### config.mk
export PLATFORM = sky130hd
export DESIGN_NAME = shiftrow_pipe
export DESIGN_NICKNAME = d
export VERILOG_FILES = /design/src/rtl/aes_pkg.sv /design/src/rtl/shiftrow_net.sv /design/src/rtl/shiftrow_pipe.sv
export SDC_FILE = /design/constraint.sdc
export NUM_CORES = 1
export LEC_CHECK = 0
export CAP_MARGIN = 20
export CORE_ASPECT_RATIO = 1.1
export CORE_MARGIN = 3
export CORE_UTILIZATION = 45
export CTS_BUF_LIST = sky130_fd_sc_hd__clkbuf_16
export CTS_CLUSTER_SIZE = 16
export DETAILED_ROUTE_END_ITERATION = 16
export GPL_TIMING_DRIVEN = 0
export PLACE_DENSITY = 0.83
export SLEW_MARGIN = 20
export SYNTH_ARGS = -nofsm -noshare
export SYNTH_HDL_FRONTEND = slang
export SYNTH_SLANG_ARGS = --single-unit
### constraint.sdc
create_clock -name clk -period 7.67 [get_ports clk]
set_input_delay 0.767 -clock clk [delete_from_list [all_inputs] [get_ports clk]]
set_output_delay 0.767 -clock clk [all_outputs]
set_load 0.02 [all_outputs]
### src/rtl/aes_pkg.sv
// Shared Rijndael ShiftRows helpers: row offsets, byte indexing, legal block sizes.
// Latency: n/a (compile-time constants and functions only).
// Backpressure: n/a.
package aes_pkg;

    // Supported state widths in columns (128/192/256-bit blocks).
    localparam int NB_LEGAL [3] = '{4, 6, 8};

    typedef enum logic [1:0] {
        OCC_EMPTY = 2'd0,
        OCC_ONE   = 2'd1,
        OCC_TWO   = 2'd2
    } occ_t;

    function automatic bit nb_is_legal(input int nb);
        return (nb == NB_LEGAL[0]) || (nb == NB_LEGAL[1]) || (nb == NB_LEGAL[2]);
    endfunction

    // Rijndael row offsets: the 256-bit block shifts rows 2 and 3 further.
    function automatic int row_shift(input int nb, input int r);
        if (nb == 8) begin
            case (r)
                0:       return 0;
                1:       return 1;
                2:       return 3;
                default: return 4;
            endcase
        end
        return r;
    endfunction

    // Bytes are packed column-major: four rows per column.
    function automatic int byte_idx(input int c, input int r);
        return 4 * c + r;
    endfunction

    // Source column feeding output column c of row r. Offsets never exceed
    // nb, so adding nb keeps the inverse case non-negative before the mod.
    function automatic int src_col(input int nb, input int c, input int r, input bit inv);
        if (inv)
            return (c - row_shift(nb, r) + nb) % nb;
        return (c + row_shift(nb, r)) % nb;
    endfunction

endpackage

### src/rtl/shiftrow_net.sv
// Combinational ShiftRows / InvShiftRows byte permutation (pure wiring plus optional mux).
// Latency: 0 cycles.
// Backpressure: none, purely combinational.
// Ports: state (in, 32*NB bits), inv (in, inverse select), shifted (out, 32*NB bits).
// Macro SHIFTROW_INV_EN: when defined, inv selects the inverse permutation;
// otherwise only the forward permutation is built and inv is ignored.
module shiftrow_net
    import aes_pkg::*;
#(
    parameter int NB = 4
)
(
    input  logic [0:32*NB-1] state,
    input  logic             inv,
    output logic [0:32*NB-1] shifted
);

    for (genvar c = 0; c < NB; c++) begin : g_col
        for (genvar r = 0; r < 4; r++) begin : g_row
            localparam int DST = byte_idx(c, r);
            localparam int FWD = byte_idx(src_col(NB, c, r, 1'b0), r);
`ifdef SHIFTROW_INV_EN
            localparam int INV = byte_idx(src_col(NB, c, r, 1'b1), r);
            assign shifted[8*DST +: 8] = inv ? state[8*INV +: 8] : state[8*FWD +: 8];
`else
            assign shifted[8*DST +: 8] = state[8*FWD +: 8];
`endif
        end
    end

`ifndef SHIFTROW_INV_EN
    logic unused_inv;
    assign unused_inv = inv;
`endif

endmodule

### src/rtl/shiftrow_pipe.sv
// Valid/ready ShiftRows stage: permutes on input, stores result in a 2-entry skid FIFO.
// Latency: 1 cycle from accept to out_valid when empty; one beat/cycle sustained.
// Backpressure: in_ready is registered (occupancy < 2), never combinational on out_ready.
// Ports: clk, rst (async, active-high); in_valid/in_ready/in_inv/in_state upstream;
//        out_valid/out_ready/out_state/out_inv downstream; beat_cnt = output transfers (wraps).
// Macro SHIFTROW_INV_EN: enables in_inv-selected InvShiftRows; otherwise forward only, out_inv = 0.
module shiftrow_pipe
    import aes_pkg::*;
#(
    parameter int NB = 4,
    parameter int W  = 32 * NB
)
(
    input  logic         clk,
    input  logic         rst,
    input  logic         in_valid,
    output logic         in_ready,
    input  logic         in_inv,
    input  logic [0:W-1] in_state,
    output logic         out_valid,
    input  logic         out_ready,
    output logic [0:W-1] out_state,
    output logic         out_inv,
    output logic [15:0]  beat_cnt
);

    if (!nb_is_legal(NB) || (W != 32 * NB)) begin : g_param_check
        $error("shiftrow_pipe: NB must be 4, 6 or 8 and W must equal 32*NB");
    end

    logic         inv_sel;
    logic [0:W-1] shifted;

`ifdef SHIFTROW_INV_EN
    assign inv_sel = in_inv;
`else
    assign inv_sel = 1'b0;
    logic unused_in_inv;
    assign unused_in_inv = in_inv;
`endif

    shiftrow_net #(.NB(NB)) u_net (
        .state   (in_state),
        .inv     (inv_sel),
        .shifted (shifted)
    );

    // out_state/out_inv is the FIFO head; skid_* holds the second entry.
    occ_t         occ;
    occ_t         occ_nxt;
    logic [0:W-1] skid_state;
    logic         skid_inv;
    logic         accept;
    logic         consume;

    assign accept  = in_valid && in_ready;
    assign consume = out_valid && out_ready;

    always_comb begin
        occ_nxt = occ;
        unique case (occ)
            OCC_EMPTY: if (accept)                 occ_nxt = OCC_ONE;
            OCC_ONE:   if (accept && !consume)     occ_nxt = OCC_TWO;
                       else if (!accept && consume) occ_nxt = OCC_EMPTY;
            OCC_TWO:   if (consume)                occ_nxt = OCC_ONE;
            default:                               occ_nxt = OCC_EMPTY;
        endcase
    end

    always_ff @(posedge clk or posedge rst) begin
        if (rst) begin
            occ        <= OCC_EMPTY;
            in_ready   <= 1'b0;
            out_valid  <= 1'b0;
            out_state  <= '0;
            out_inv    <= 1'b0;
            skid_state <= '0;
            skid_inv   <= 1'b0;
            beat_cnt   <= 16'd0;
        end else begin
            occ       <= occ_nxt;
            // Flags come straight off the next-occupancy decode so they are
            // flops; in_ready also rises on the first edge out of reset.
            in_ready  <= (occ_nxt != OCC_TWO);
            out_valid <= (occ_nxt != OCC_EMPTY);
            if (consume)
                beat_cnt <= beat_cnt + 16'd1;
            unique case (occ)
                OCC_EMPTY: begin
                    if (accept) begin
                        out_state <= shifted;
                        out_inv   <= inv_sel;
                    end
                end
                OCC_ONE: begin
                    if (accept && consume) begin
                        out_state <= shifted;
                        out_inv   <= inv_sel;
                    end else if (accept) begin
                        skid_state <= shifted;
                        skid_inv   <= inv_sel;
                    end
                end
                OCC_TWO: begin
                    if (consume) begin
                        out_state <= skid_state;
                        out_inv   <= skid_inv;
                    end
                end
                default: ;
            endcase
        end
    end

endmodule

### Word-level counts from Yosys, hierarchy flattened

Index checks and enable logic that the tools add are counted.

* word-level logic and storage cells: 40
* input bits: 133
* output and inout port bits: 147
* bits in registers: 277

* bitwise logic cells: 1
* reductions and logical operators: 12
* muxes and demuxes: 13
* $add $sub $neg: 1
* eq/ne operators: 6

Operator list (number)
* 128-bit 2-to-1 mux: 3
* 128-bit case mux with 3 select lines: 1
* 16-bit by 1-bit adder with 16-bit output, second input constant: 1
* 2-bit 2-to-1 mux: 4
* 2-bit != test, second input constant: 4
* 2-bit case mux with 3 select lines: 1
* 1-bit logical AND: 5
* 4-bit AND reduction: 1
* 1-bit 2-to-1 mux: 3
* 1-bit case mux with 3 select lines: 1
* 3-bit AND reduction: 1
* 3-bit nonzero test: 1
* 2-bit by 1-bit == test with 1-bit output, second input constant: 1
* 2-bit == test, second input constant: 1
* 1-bit zero test: 2
* 2-bit zero test: 1
* 2-bit nonzero test: 1
* 1-bit NOT: 1

### Depth between registers and ports, before layout

Gate-level depths: netlist of the first run.

* word-level depth: 7
* depth in mapped cells: 8
* gate-level depth less buffers: 5

### By module

From an unflattened synthesis of the first run, not the netlist that was laid out.

* cells, all modules: 1033
* area total of the unflattened synthesis: 12733.5 µm²

Modules (own cells, without submodules)
* shiftrow_pipe: area each 11772.5 µm², cells each 905, times used 1, seq. area each 6906.6 µm²
* shiftrow_net: area each 960.9 µm², cells each 128, times used 1, seq. area each 0.0 µm²

### Worst setup path after synthesis of the first run

OpenSTA, ideal clock, no wires.

* kind: in2reg
* start point: input port in_valid
* end point: register out_state[104] in the netlist's numbering
* setup time: 0.075 ns
* cell stages on the path: 8
* slack: 5.691 ns
* buffers on the path: 4
* data arrival time: 1.904 ns
* required time: 7.595 ns
* cell sequence: and4_1 > a211oi_4 > buf_6 > buf_8 > buf_8 > buf_12 > nand2_2 > o21ai_2

* cells in the longest elaborated chain, start to end: 4
* elaborated cells on any way between the ends: 5
* classes of those cells: 2 x eq/ne; 3 x reduce/logical

RTL lines
* start: declaration: line shiftrow_pipe.sv:16 `input logic in_valid,`
* 1-bit logical AND *: line shiftrow_pipe.sv:56 `assign accept = in_valid && in_ready;`
* 1-bit logical AND: line shiftrow_pipe.sv:96 `if (accept && consume) begin`
* 2-bit != test (no line)
* 4-bit AND reduction (no line) *
* end signal: assignment: line shiftrow_pipe.sv:91 `out_state <= shifted;`
* end signal: assignment: line shiftrow_pipe.sv:97 `out_state <= shifted;`
* end signal: assignment: line shiftrow_pipe.sv:106 `out_state <= skid_state;`
* end: declaration: line shiftrow_pipe.sv:22 `output logic [0:W-1] out_state,`

Every way passes the cells marked *; elsewhere a longest branch is shown, timed or not.
A chain may end at the register's enable or synchronous reset.

### Worst setup path after layout of the first run

* start point: input port out_ready
* end point: register skid_state[112] in the netlist's numbering

* cells in the longest elaborated chain, start to end: 4

RTL lines
* start: declaration: line shiftrow_pipe.sv:21 `input logic out_ready,`
* 1-bit logical AND: line shiftrow_pipe.sv:57 `assign consume = out_valid && out_ready;`
* 1-bit logical AND: line shiftrow_pipe.sv:96
* 1-bit NOT (no line)
* 3-bit AND reduction (no line)
* end signal: assignment: line shiftrow_pipe.sv:100 `skid_state <= shifted;`
* end: declaration: line shiftrow_pipe.sv:51 `logic [0:W-1] skid_state;`

Every way passes these cells.

==> run summary, run 1 <==
die area: 0.02814 mm2
number of DRC markers in iteration 0: 380
DRT Pass-1 Iters: 4
GR Util All Layers: 0.2035
EDFF count, synth: 0
Yosys top cell by area: dfrtp_1
per-cell routed wire length: 18.17 um
commonest cells in the netlist: 276 x dfrtp_1, 129 x mux2_2, 128 x mux2i_1, 96 x nand2_1, 90 x o21ai_0
VDD IR max: 0.0002543 V
Leakage: 7.572 nW
Post-Synth Simple-Gate Area: 0.06377
initial antenna violation count: 3
Distinct cells, synth: 33
Root Driver: clkbuf_16
worst path required time: 8.08 ns
# H-tree levels: 1
row count: 61
post_cts resized: 0
drt drc: 0
GRT overflow: 0
Synth Net Count: 1,039
Post-Place Worst Slack: 4.447 ns
most common cell in the netlist: dfrtp_1
Nets: 1,356
Power Density: 419.4 mW/mm2
area grow syn2layout: 35.98%
clock-pin slew of the registers on the worst-case setup and hold paths: 0.06 ns
Final Core Density: 0.6280
crit share post-route: 0.3487
initial core utilization: 0.4618
top post-synthesis cells by area: dfrtp_1 59%, mux2_2 12%, mux2i_1 11%, o21ai_0 3.8%, nand2_1 3.1%
Std-Cell Core Area: 0.02549 mm2
asr flop ratio synth: 1.000
Setup CP Type: in -> reg
DRT antenna net count: 0
Max-cap violations: 0
XOR/XNOR Fraction of Synth Area: 0.01116
setup repair after global routing missed its margin: no
ys flop type: dfrtp_1
total CTS buffers: 29
relative max-transition margin: 0.3712
first-pass GRT wire length: 46,430 um
Tightest Pin Transition: 0.9345 ns
Crit. End Element: register
vias per cell: 5.088
crit path max fanout: 10
WL final: 28,830 um
share of layout cells above drive strength 1: 0.2444
Seq/Total Area, Yosys: 0.5867
HPWL after DPL: 20,800 um
status: finished, final reports clean
Startpoint Class: input port
Reg2Reg Depth: 5
Setup Viol. Count Final: 0
max-slew violations: 0
IO Count: 280
Setup TNS: 0 ns
largest net degree at the start of global routing: 35
routed vias: 8,074
mux contribution to synthesized area: 0.2322
vias in the first global route: 8,564
CP arrival: 3.09 ns
flop2flop setup slack: 5.34 ns
reg2reg start: out_valid$_DFF_PP0_
area share of the largest cell type after synthesis: 0.5867
Synth Register Bits: 276
Hold-fix buffers, CTS: 0
crit path time final: 2.675 ns
WHS Path Cells: 1
fin worst setup slack: 4.995 ns
reg2reg end: skid_state[112]$_DFFE_PP0P_
Avg Cell Area, Syn: 13.01 um2
Final Wtd Congestion: 0.7919
Die H: 175.6 um
clk sinks: 276
Adder-Cell Fraction of Synth Area: 0.001063
yosys warns: 0
worst hold endpoint: beat_cnt[15]$_DFFE_PP0P_
Gate Count Post-Synth: 905
min-delay worst type: reg -> reg
Setup Fix Bufs, Post-CTS: 0
endpoints failing hold: 0
Post-Route Skew: 0.007592 ns
main combinational cell family by area after synthesis: multiplexers
Achievable Freq: 0.3739 GHz
Mapped Area: 0.01177 mm2
clk_lat worst skew: 0.53 ns
port buffer count: 277
post-synthesis compound-gate area fraction: 0.07248
CTS max path bufs: 3
CTS tree: done
Hold Path Origin: beat_cnt[15]$_DFFE_PP0P_
Die Width: 160.2 um
[cell usage in the layout (no fill, tap or decap), types with 2 or more instances in the layout]
cell             instances
clkdlybuf4s50_1        277
dfrtp_1                276
mux2_2                 129
mux2i_1                128
nand2_1                 96
o21ai_0                 90
nand2_2                 41
o21ai_2                 40
buf_2                   35
clkbuf_16               29
xnor2_1                 13
buf_12                  12
clkbuf_1                10
inv_1                    9
clkinv_1                 8
nand3_1                  6
nor2_1                   4
nand4_1                  4
clkbuf_2                 4
clkinv_2                 3
xor2_1                   2
and4_1                   2
buf_8                    2
buf_4                    2
a21boi_0                 2
[state kept, by name (all words and copies together), names as in the netlist]
signal / cells
skid_state: 128
out_valid: 1
occ: 2
out_state: 128
beat_cnt: 16
in_ready: 1
[per-layer routing]
layer / vias up / part of all wire / track usage
li1: 3775 / - / -
met1: 4034 / 0.40 / 0.2514
met2: 210 / 0.51 / 0.3577
met3: 51 / 0.063 / 0.04741
met4: 4 / 0.027 / 0.05895
met5: - / 0.00094 / 0
[final cells by class]
cell class | count | area, um2
Antenna cell | 1 | 2.502
Buffer | 58 | 369.1
Clock buffer | 29 | 725.7
Clock inverter | 20 | 110.1
Fill cell | 1993 | 9484
Inverter | 3 | 15.01
Multi-Input combinational cell | 568 | 4486
Sequential cell | 276 | 6907
Tap cell | 346 | 432.9
Timing Repair Buffer | 286 | 2960
[where the power goes]
part	internal (mW)	leakage, nW	switching, mW
clock network	0.710	0.438	0.547
registers	2.16	3.35	0.391
logic	1.43	3.78	1.48
total	4.30	7.57	2.41
[kinds of logic after synthesis]
group / after synthesis
adder cells (fa/ha/maj): 1
AND/OR/NAND/NOR: 159
flip-flops: 276
buffers and inverters: 61
XOR/XNOR: 15
AO/OA/AOI/OAI: 135
multiplexers: 257
other: 1
[stage by stage]
stage	power (mW)	hold slack, ns	instances	instance area (um2)
after floorplan	4.286	0.4787	905	11780
after global placement	5.384	0.4610	1528	14980
after detailed placement	5.508	0.4667	1537	15170
after CTS	6.791	0.4786	1586	16010
after global routing	7.127	0.4940	1587	16010
final	6.714	0.4735	1587	16010
[worst max-delay path, stage by stage]
cell and delay (ns):
clkdlybuf4s50_1 0.57, nand2_2 0.17, nand3_1 0.13, clkbuf_1 0.66
buf_2 0.41, mux2_2 0.37
[worst max path at each step]
stage / startpoint / to / depth (start not counted)
6_report: out_ready / skid_state[112]$_DFFE_PP0P_ / 6
5_1_grt: out_ready / skid_state[113]$_DFFE_PP0P_ / 6
4_1_cts: out_ready / skid_state[49]$_DFFE_PP0P_ / 6
3_5_place_dp: out_ready / skid_state[49]$_DFFE_PP0P_ / 6
3_3_place_gp: rst / skid_state[46]$_DFFE_PP0P_ / 2
2_1_floorplan: rst / beat_cnt[0]$_DFFE_PP0P_ / 1
No activity file was read; power rests on OpenSTA's default activity.
==> run 2: changes to the inputs <==
--- a/config.mk
+++ b/config.mk
@@ -8,12 +8,12 @@
 export CAP_MARGIN = 20
 export CORE_ASPECT_RATIO = 1.1
 export CORE_MARGIN = 3
-export CORE_UTILIZATION = 45
+export CORE_UTILIZATION = 50
 export CTS_BUF_LIST = sky130_fd_sc_hd__clkbuf_16
 export CTS_CLUSTER_SIZE = 16
 export DETAILED_ROUTE_END_ITERATION = 16
 export GPL_TIMING_DRIVEN = 0
-export PLACE_DENSITY = 0.83
+export PLACE_DENSITY = 0.87
 export SLEW_MARGIN = 20
 export SYNTH_ARGS = -nofsm -noshare
 export SYNTH_HDL_FRONTEND = slang
==> constraint.sdc (replaced) <==
create_clock -name clk -period 2.5 [get_ports clk]
set_input_delay 0.25 -clock clk [delete_from_list [all_inputs] [get_ports clk]]
set_output_delay 0.25 -clock clk [all_outputs]
set_load 0.02 [all_outputs]
==> run 2 against run 1 <==
Effect of this change:
- combinational power grew to 3.1 times the previous value
- highest routed layer is now met4
- total power grew to 3.2 times the previous value
- largest cell class unchanged
- critical path type is now reg -> reg
- flip-flop and latch count is the same
==> run summary, run 2 (synthesis gave the netlist of run 1 again) <==
vias per cell: 5.316 (was 5.088)
Nets: 1,356 (unchanged)
uppermost layer routed: met4 (was met5)
metal2 WL: 14,540 um (was 14,650 um)
flop2flop setup slack: 0.19 ns (was 5.34 ns)
top flop regs: out_state x128, skid_state x128, beat_cnt x16 (unchanged)
area grow syn2layout: 36.69% (was 35.98%)
CTS max path bufs: 3 (unchanged)
total CTS buffers: 29 (unchanged)
endpoints failing hold: 0 (unchanged)
number of DRC markers in iteration 0: 309 (was 380)
Final Wtd Congestion: 0.8252 (was 0.7919)
status: finished, final reports clean (unchanged)
share of layout cells above drive strength 1: 0.2518 (was 0.2444)
reg2reg end: skid_state[94]$_DFFE_PP0P_ (was skid_state[112]$_DFFE_PP0P_)
cell area after layout: 0.01609 mm2 (was 0.01601 mm2)
first-pass GRT wire length: 46,790 um (was 46,430 um)
crit path time final: 2.314 ns
Post-Route Skew: 0.007831 ns (was 0.007592 ns)
initial antenna violation count: 1 (was 3)
most common cell after layout, fill and taps aside: clkdlybuf4s50_1 (unchanged)
Std-Cell Core Area: 0.02300 mm2 (was 0.02549 mm2)
metal3 WL: 1818 um (was 1808 um)
row count: 58 (was 61)
Hold-fix buffers, CTS: 0 (unchanged)
IO Count: 280 (unchanged)
Die Width: 152.3 um (was 160.2 um)
DRT antenna net count: 0 (unchanged)
Final Power: 21.22 mW (was 6.714 mW)
max-slew violations: 0 (unchanged)
HPWL after DPL: 20,800 um (about the same)
# H-tree levels: 1 (unchanged)
Met1 Wirelength: 11,850 um (was 11,580 um)
Tightest Pin Transition: 0.9113 ns (was 0.9345 ns)
post_cts resized: 0 (unchanged)
CTS tree: done (unchanged)
Max-cap violations: 0 (unchanged)
Setup Viol. Count Final: 0 (unchanged)
Setup Fix Bufs, Post-CTS: 0 (unchanged)
WL final: 29,310 um (was 28,830 um)
GR Util All Layers: 0.2261 (was 0.2035)
VDD IR max: 0.0007407 V (was 0.0002543 V)
relative max-transition margin: 0.3868 (was 0.3712)
clk_lat worst skew: 0.53 ns (about the same)
clock-pin slew of the registers on the worst-case setup and hold paths: 0.06 ns (about the same)
per-cell routed wire length: 18.98 um (was 18.17 um)
min-delay worst type: in -> async (was reg -> reg)
Post-DP Area: 0.01512 mm2 (was 0.01517 mm2)
Crit. End Element: register (unchanged)
Setup CP Type: reg -> reg (was in -> reg)
vias in the first global route: 8,809 (was 8,564)
port buffer count: 277 (unchanged)
die area: 0.02543 mm2 (was 0.02814 mm2)
worst path required time: 2.92 ns (was 8.08 ns)
clk sinks: 276 (unchanged)
GRT overflow: 0 (unchanged)
Root Driver: clkbuf_16 (unchanged)
setup repair after global routing missed its margin: no (unchanged)
Leakage: 7.620 nW (was 7.572 nW)
routed vias: 8,208 (was 8,074)
DRT Pass-1 Iters: 4 (unchanged)
most frequent cells in the layout: 277 x clkdlybuf4s50_1, 276 x dfrtp_1, 129 x mux2_2 (unchanged)
Power Density: 1319 mW/mm2 (was 419.4 mW/mm2)
drt drc: 0 (unchanged)
largest net degree at the start of global routing: 35 (unchanged)
CP arrival: 2.73 ns (was 3.09 ns)
Reg2Reg Depth: 5 (unchanged)
reg2reg start: out_valid$_DFF_PP0_ (unchanged)
Startpoint Class: register (was input port)
Die H: 166.9 um (was 175.6 um)
initial core utilization: 0.5117 (was 0.4618)
crit path max fanout: 10 (unchanged)
Final Core Density: 0.6995 (was 0.6280)
crit share post-route: 0.9256
Achievable Freq: 0.4322 GHz
-- run 2: cell count changes in the layout (fill, tap and decap cells not counted), moves of 3 or more --
cell,previous run,this run
bufinv_16,1,5
clkinv_1,8,5
clkinv_2,3,6
clkinvlp_4,1,4
inv_1,9,5
-- run 2: final cells by class --
| cell class | instances | area (um2) |
|---|---|---|
| Fill cell | 1605 | 6913 |
| Sequential cell | 276 | 6907 |
| Multi-Input combinational cell | 568 | 4486 |
| Timing Repair Buffer | 286 | 2968 |
| Clock buffer | 29 | 725.7 |
| Tap cell | 300 | 375.4 |
| Buffer | 58 | 369.1 |
| Clock inverter | 23 | 244.0 |
| Inverter | 3 | 15.01 |
| Antenna cell | 1 | 2.502 |
-- run 2: routing by layer --
metal | global-route usage | up-vias
met5 | 0 | -
met4 | 0.08640 | 0
met3 | 0.05172 | 64
met2 | 0.3801 | 248
met1 | 0.2871 | 4111
li1 | - | 3785
-- run 2: report_power, final --
group | switching [mW] | internal [mW] | leakage (nW) | total, mW
clock network | 1.78 | 2.62 | 0.482 | 4.41
registers | 1.25 | 6.64 | 3.35 | 7.89
logic | 4.55 | 4.38 | 3.78 | 8.93
-- run 2: critical path, stage by stage (launching register included) --
cell      delay, ns
dfrtp_1        0.45
nand2_2        0.18
nand3_1        0.14
clkbuf_1       0.63
buf_2          0.41
mux2_2         0.38
-- run 2: worst max-delay path by stage --
stage / startpoint / end / slack [ns] / cells after the start
after floorplan: rst / beat_cnt[0]$_DFFE_PP0P_ / -1.40 / 1
after global placement: rst / skid_state[48]$_DFFE_PP0P_ / -3.38 / 2
after detailed placement: out_ready / skid_state[94]$_DFFE_PP0P_ / -0.16 / 6
after CTS: out_valid$_DFF_PP0_ / skid_state[94]$_DFFE_PP0P_ / 0.19 / 5
after global routing: out_valid$_DFF_PP0_ / skid_state[94]$_DFFE_PP0P_ / 0.09 / 5
final: out_valid$_DFF_PP0_ / skid_state[94]$_DFFE_PP0P_ / 0.19 / 5
-- run 2: stage by stage --
| stage | std cells | setup slack [ns] | setup TNS [ns] | hold slack, ns |
|---|---|---|---|---|
| after floorplan | 905 | -1.401 | -386.78 | 0.3899 |
| after global placement | 1482 | -3.383 | -935.85 | 0.4603 |
| after detailed placement | 1491 | -0.1611 | -13.68 | 0.4684 |
| after CTS | 1543 | 0.1922 | 0 | 0.1163 |
| after global routing | 1544 | 0.09263 | 0 | 0.1466 |
| final | 1544 | 0.1860 | 0 | 0.1250 |
==> run 3: changes to the inputs <==
--- a/config.mk
+++ b/config.mk
@@ -14,7 +14,7 @@
 export DETAILED_ROUTE_END_ITERATION = 16
 export GPL_TIMING_DRIVEN = 0
 export PLACE_DENSITY = 0.87
-export SLEW_MARGIN = 20
+export SLEW_MARGIN = 0
 export SYNTH_ARGS = -nofsm -noshare
 export SYNTH_HDL_FRONTEND = slang
 export SYNTH_SLANG_ARGS = --single-unit
==> run 3 against run 2 <==
Effect of this change:
- first-iteration DRC count up 3.6%
- core utilization is 0.55 points lower
- largest cell class unchanged
- global-route usage is 0.41 points lower
- fmax increased by 3.6%
- die area unchanged
- critical endpoint is now skid_state[92]$_DFFE_PP0P_
- non-clock buffer count shrank 2
- clock skew is 0.0021 ns higher
- via count decreased by 0.58%
- clock power decreased by 7.5%
- clock-buffer cell count unchanged
- worst setup slack better by 0.081 ns
- total power decreased by 1.6%
- critical path type unchanged
==> run summary, run 3 (synthesis gave the netlist of run 1 again) <==
GR Util All Layers: 0.2220 (was 0.2261)
cell area after layout: 0.01596 mm2 (was 0.01609 mm2)
Post-DP Area: 0.01506 mm2 (was 0.01512 mm2)
crit share post-route: 0.8930 (was 0.9256)
status: finished, final reports clean (unchanged)
initial antenna violation count: 2 (was 1)
initial core utilization: 0.5117 (unchanged)
# H-tree levels: 1 (unchanged)
sw frac: 0.3617 (was 0.3573)
Std-Cell Core Area: 0.02300 mm2 (unchanged)
clk sinks: 276 (unchanged)
clk_lat worst skew: 0.54 ns (was 0.53 ns)
GRT overflow: 0 (unchanged)
area grow syn2layout: 35.60% (was 36.69%)
Power Density: 1307 mW/mm2 (was 1319 mW/mm2)
first-pass GRT wire length: 46,340 um (was 46,790 um)
Startpoint Class: register (unchanged)
flop2flop setup slack: 0.27 ns (was 0.19 ns)
row count: 58 (unchanged)
Comb pwr share: 0.427 (was 0.421)
Nets: 1,354 (was 1,356)
sequential share of power: 0.378 (was 0.372)
max-slew violations: 0 (unchanged)
CTS max path bufs: 3 (unchanged)
port buffer count: 277 (unchanged)
total CTS buffers: 29 (unchanged)
crit path max fanout: 10 (unchanged)
die area: 0.02543 mm2 (unchanged)
top flop regs: out_state x128, skid_state x128, beat_cnt x16 (unchanged)
number of DRC markers in iteration 0: 320 (was 309)
per-cell routed wire length: 18.72 um (was 18.98 um)
Root Driver: clkbuf_16 (unchanged)
vias per cell: 5.288 (was 5.316)
DRT Pass-1 Iters: 4 (unchanged)
Reg2Reg Depth: 5 (unchanged)
largest net degree at the start of global routing: 43 (was 35)
Switch Pwr: 7.548 mW (was 7.582 mW)
CTS tree: done (unchanged)
Int Pwr: 13.32 mW (was 13.64 mW)
Leakage: 7.559 nW (was 7.620 nW)
Achievable Freq: 0.4479 GHz (was 0.4322 GHz)
IO Count: 280 (unchanged)
Post-Route Skew: 0.009951 ns (was 0.007831 ns)
HPWL after DPL: 20,480 um (was 20,800 um)
drt drc: 0 (unchanged)
DRT antenna net count: 0 (unchanged)
Hold-fix buffers, CTS: 0 (unchanged)
routed vias: 8,160 (was 8,208)
crit path time final: 2.233 ns (was 2.314 ns)
VDD IR max: 0.0008665 V (was 0.0007407 V)
min-delay worst type: in -> async (unchanged)
Tightest Pin Transition: 0.9228 ns (was 0.9113 ns)
clock-pin slew of the registers on the worst-case setup and hold paths: 0.06 ns (about the same)
Die H: 166.9 um (unchanged)
Setup Viol. Count Final: 0 (unchanged)
post_cts resized: 0 (unchanged)
Setup TNS: 0 ns (unchanged)
most frequent cells in the layout: 277 x clkdlybuf4s50_1, 276 x dfrtp_1, 129 x mux2_2 (unchanged)
Finished Layout Cells: 1,543 (was 1,544)
setup repair after global routing missed its margin: no (unchanged)
Crit. End Element: register (unchanged)
share of layout cells above drive strength 1: 0.2496 (was 0.2518)
Max-cap violations: 0 (unchanged)
Inst Count DP: 1,489 (was 1,491)
worst path required time: 2.92 ns (about the same)
endpoints failing hold: 0 (unchanged)
Die Width: 152.3 um (unchanged)
reg2reg end: skid_state[92]$_DFFE_PP0P_ (was skid_state[94]$_DFFE_PP0P_)
Setup CP Type: reg -> reg (unchanged)
most common cell after layout, fill and taps aside: clkdlybuf4s50_1 (unchanged)
clock power share: 0.196 (was 0.208)
Final Wtd Congestion: 0.8252 (unchanged)
vias in the first global route: 8,694 (was 8,809)
CP arrival: 2.65 ns (was 2.73 ns)
WL final: 28,880 um (was 29,310 um)
hold_ws: 0.2346 ns (was 0.1250 ns)
relative max-transition margin: 0.3791 (was 0.3868)
Setup Fix Bufs, Post-CTS: 0 (unchanged)
reg2reg start: out_valid$_DFF_PP0_ (unchanged)
run 3: area by class of cell:
class	count	area, um2
fillers	1617	7041
flip-flops and latches	276	6907
multi-input cells	568	4486
repair buffers	284	2913
clock buffers	29	725.7
well taps	300	375.4
plain buffers	58	369.1
clock inverters	24	171.4
inverters	3	15.01
diodes	1	2.502
run 3: worst max-delay path, stage by stage (launching register included):
cell and delay [ns]:
dfrtp_1 0.45, nand2_2 0.17, nand3_1 0.14, clkbuf_1 0.59
buf_2 0.39, mux2_2 0.38
run 3: per-stage QoR:
step	total power [mW]	setup WS (ns)	utilization
6_report	20.87	0.2674	0.6940
4_1_cts	21.06	0.2312	0.6938
2_1_floorplan	13.15	-1.401	-
3_3_place_gp	16.50	-3.383	0.6488
5_1_grt	22.05	0.1152	0.6940
3_5_place_dp	16.89	-0.1633	0.6548
run 3: metal layers:
metal | global-route usage | vias to the layer above | part of all wire
li1 | - | 3785 | -
met1 | 0.2882 | 4090 | 0.41
met2 | 0.3720 | 223 | 0.49
met3 | 0.04860 | 60 | 0.059
met4 | 0.07662 | 2 | 0.036
met5 | 0 | - | 0.00031
run 3: how the worst max path moves through the flow:
| stage | from | to | slack (ns) | cells after the start |
|---|---|---|---|---|
| floorplan | rst | beat_cnt[0]$_DFFE_PP0P_ | -1.40 | 1 |
| global placement | rst | skid_state[48]$_DFFE_PP0P_ | -3.38 | 2 |
| detailed placement | out_ready | skid_state[87]$_DFFE_PP0P_ | -0.16 | 6 |
| CTS | out_valid$_DFF_PP0_ | skid_state[90]$_DFFE_PP0P_ | 0.23 | 5 |
| global route | out_valid$_DFF_PP0_ | skid_state[92]$_DFFE_PP0P_ | 0.12 | 5 |
| finish | out_valid$_DFF_PP0_ | skid_state[92]$_DFFE_PP0P_ | 0.27 | 5 |
run 3: power by group through the flow:
stage,Sequential [mW],Clock (mW),Combinational (mW)
final,7.88,4.08,8.91
after floorplan,8.97,0,4.18
after global placement,7.79,0,8.71
after CTS,7.87,4.16,9.03
after detailed placement,7.91,0,8.98
after global routing,8.11,4.35,9.58
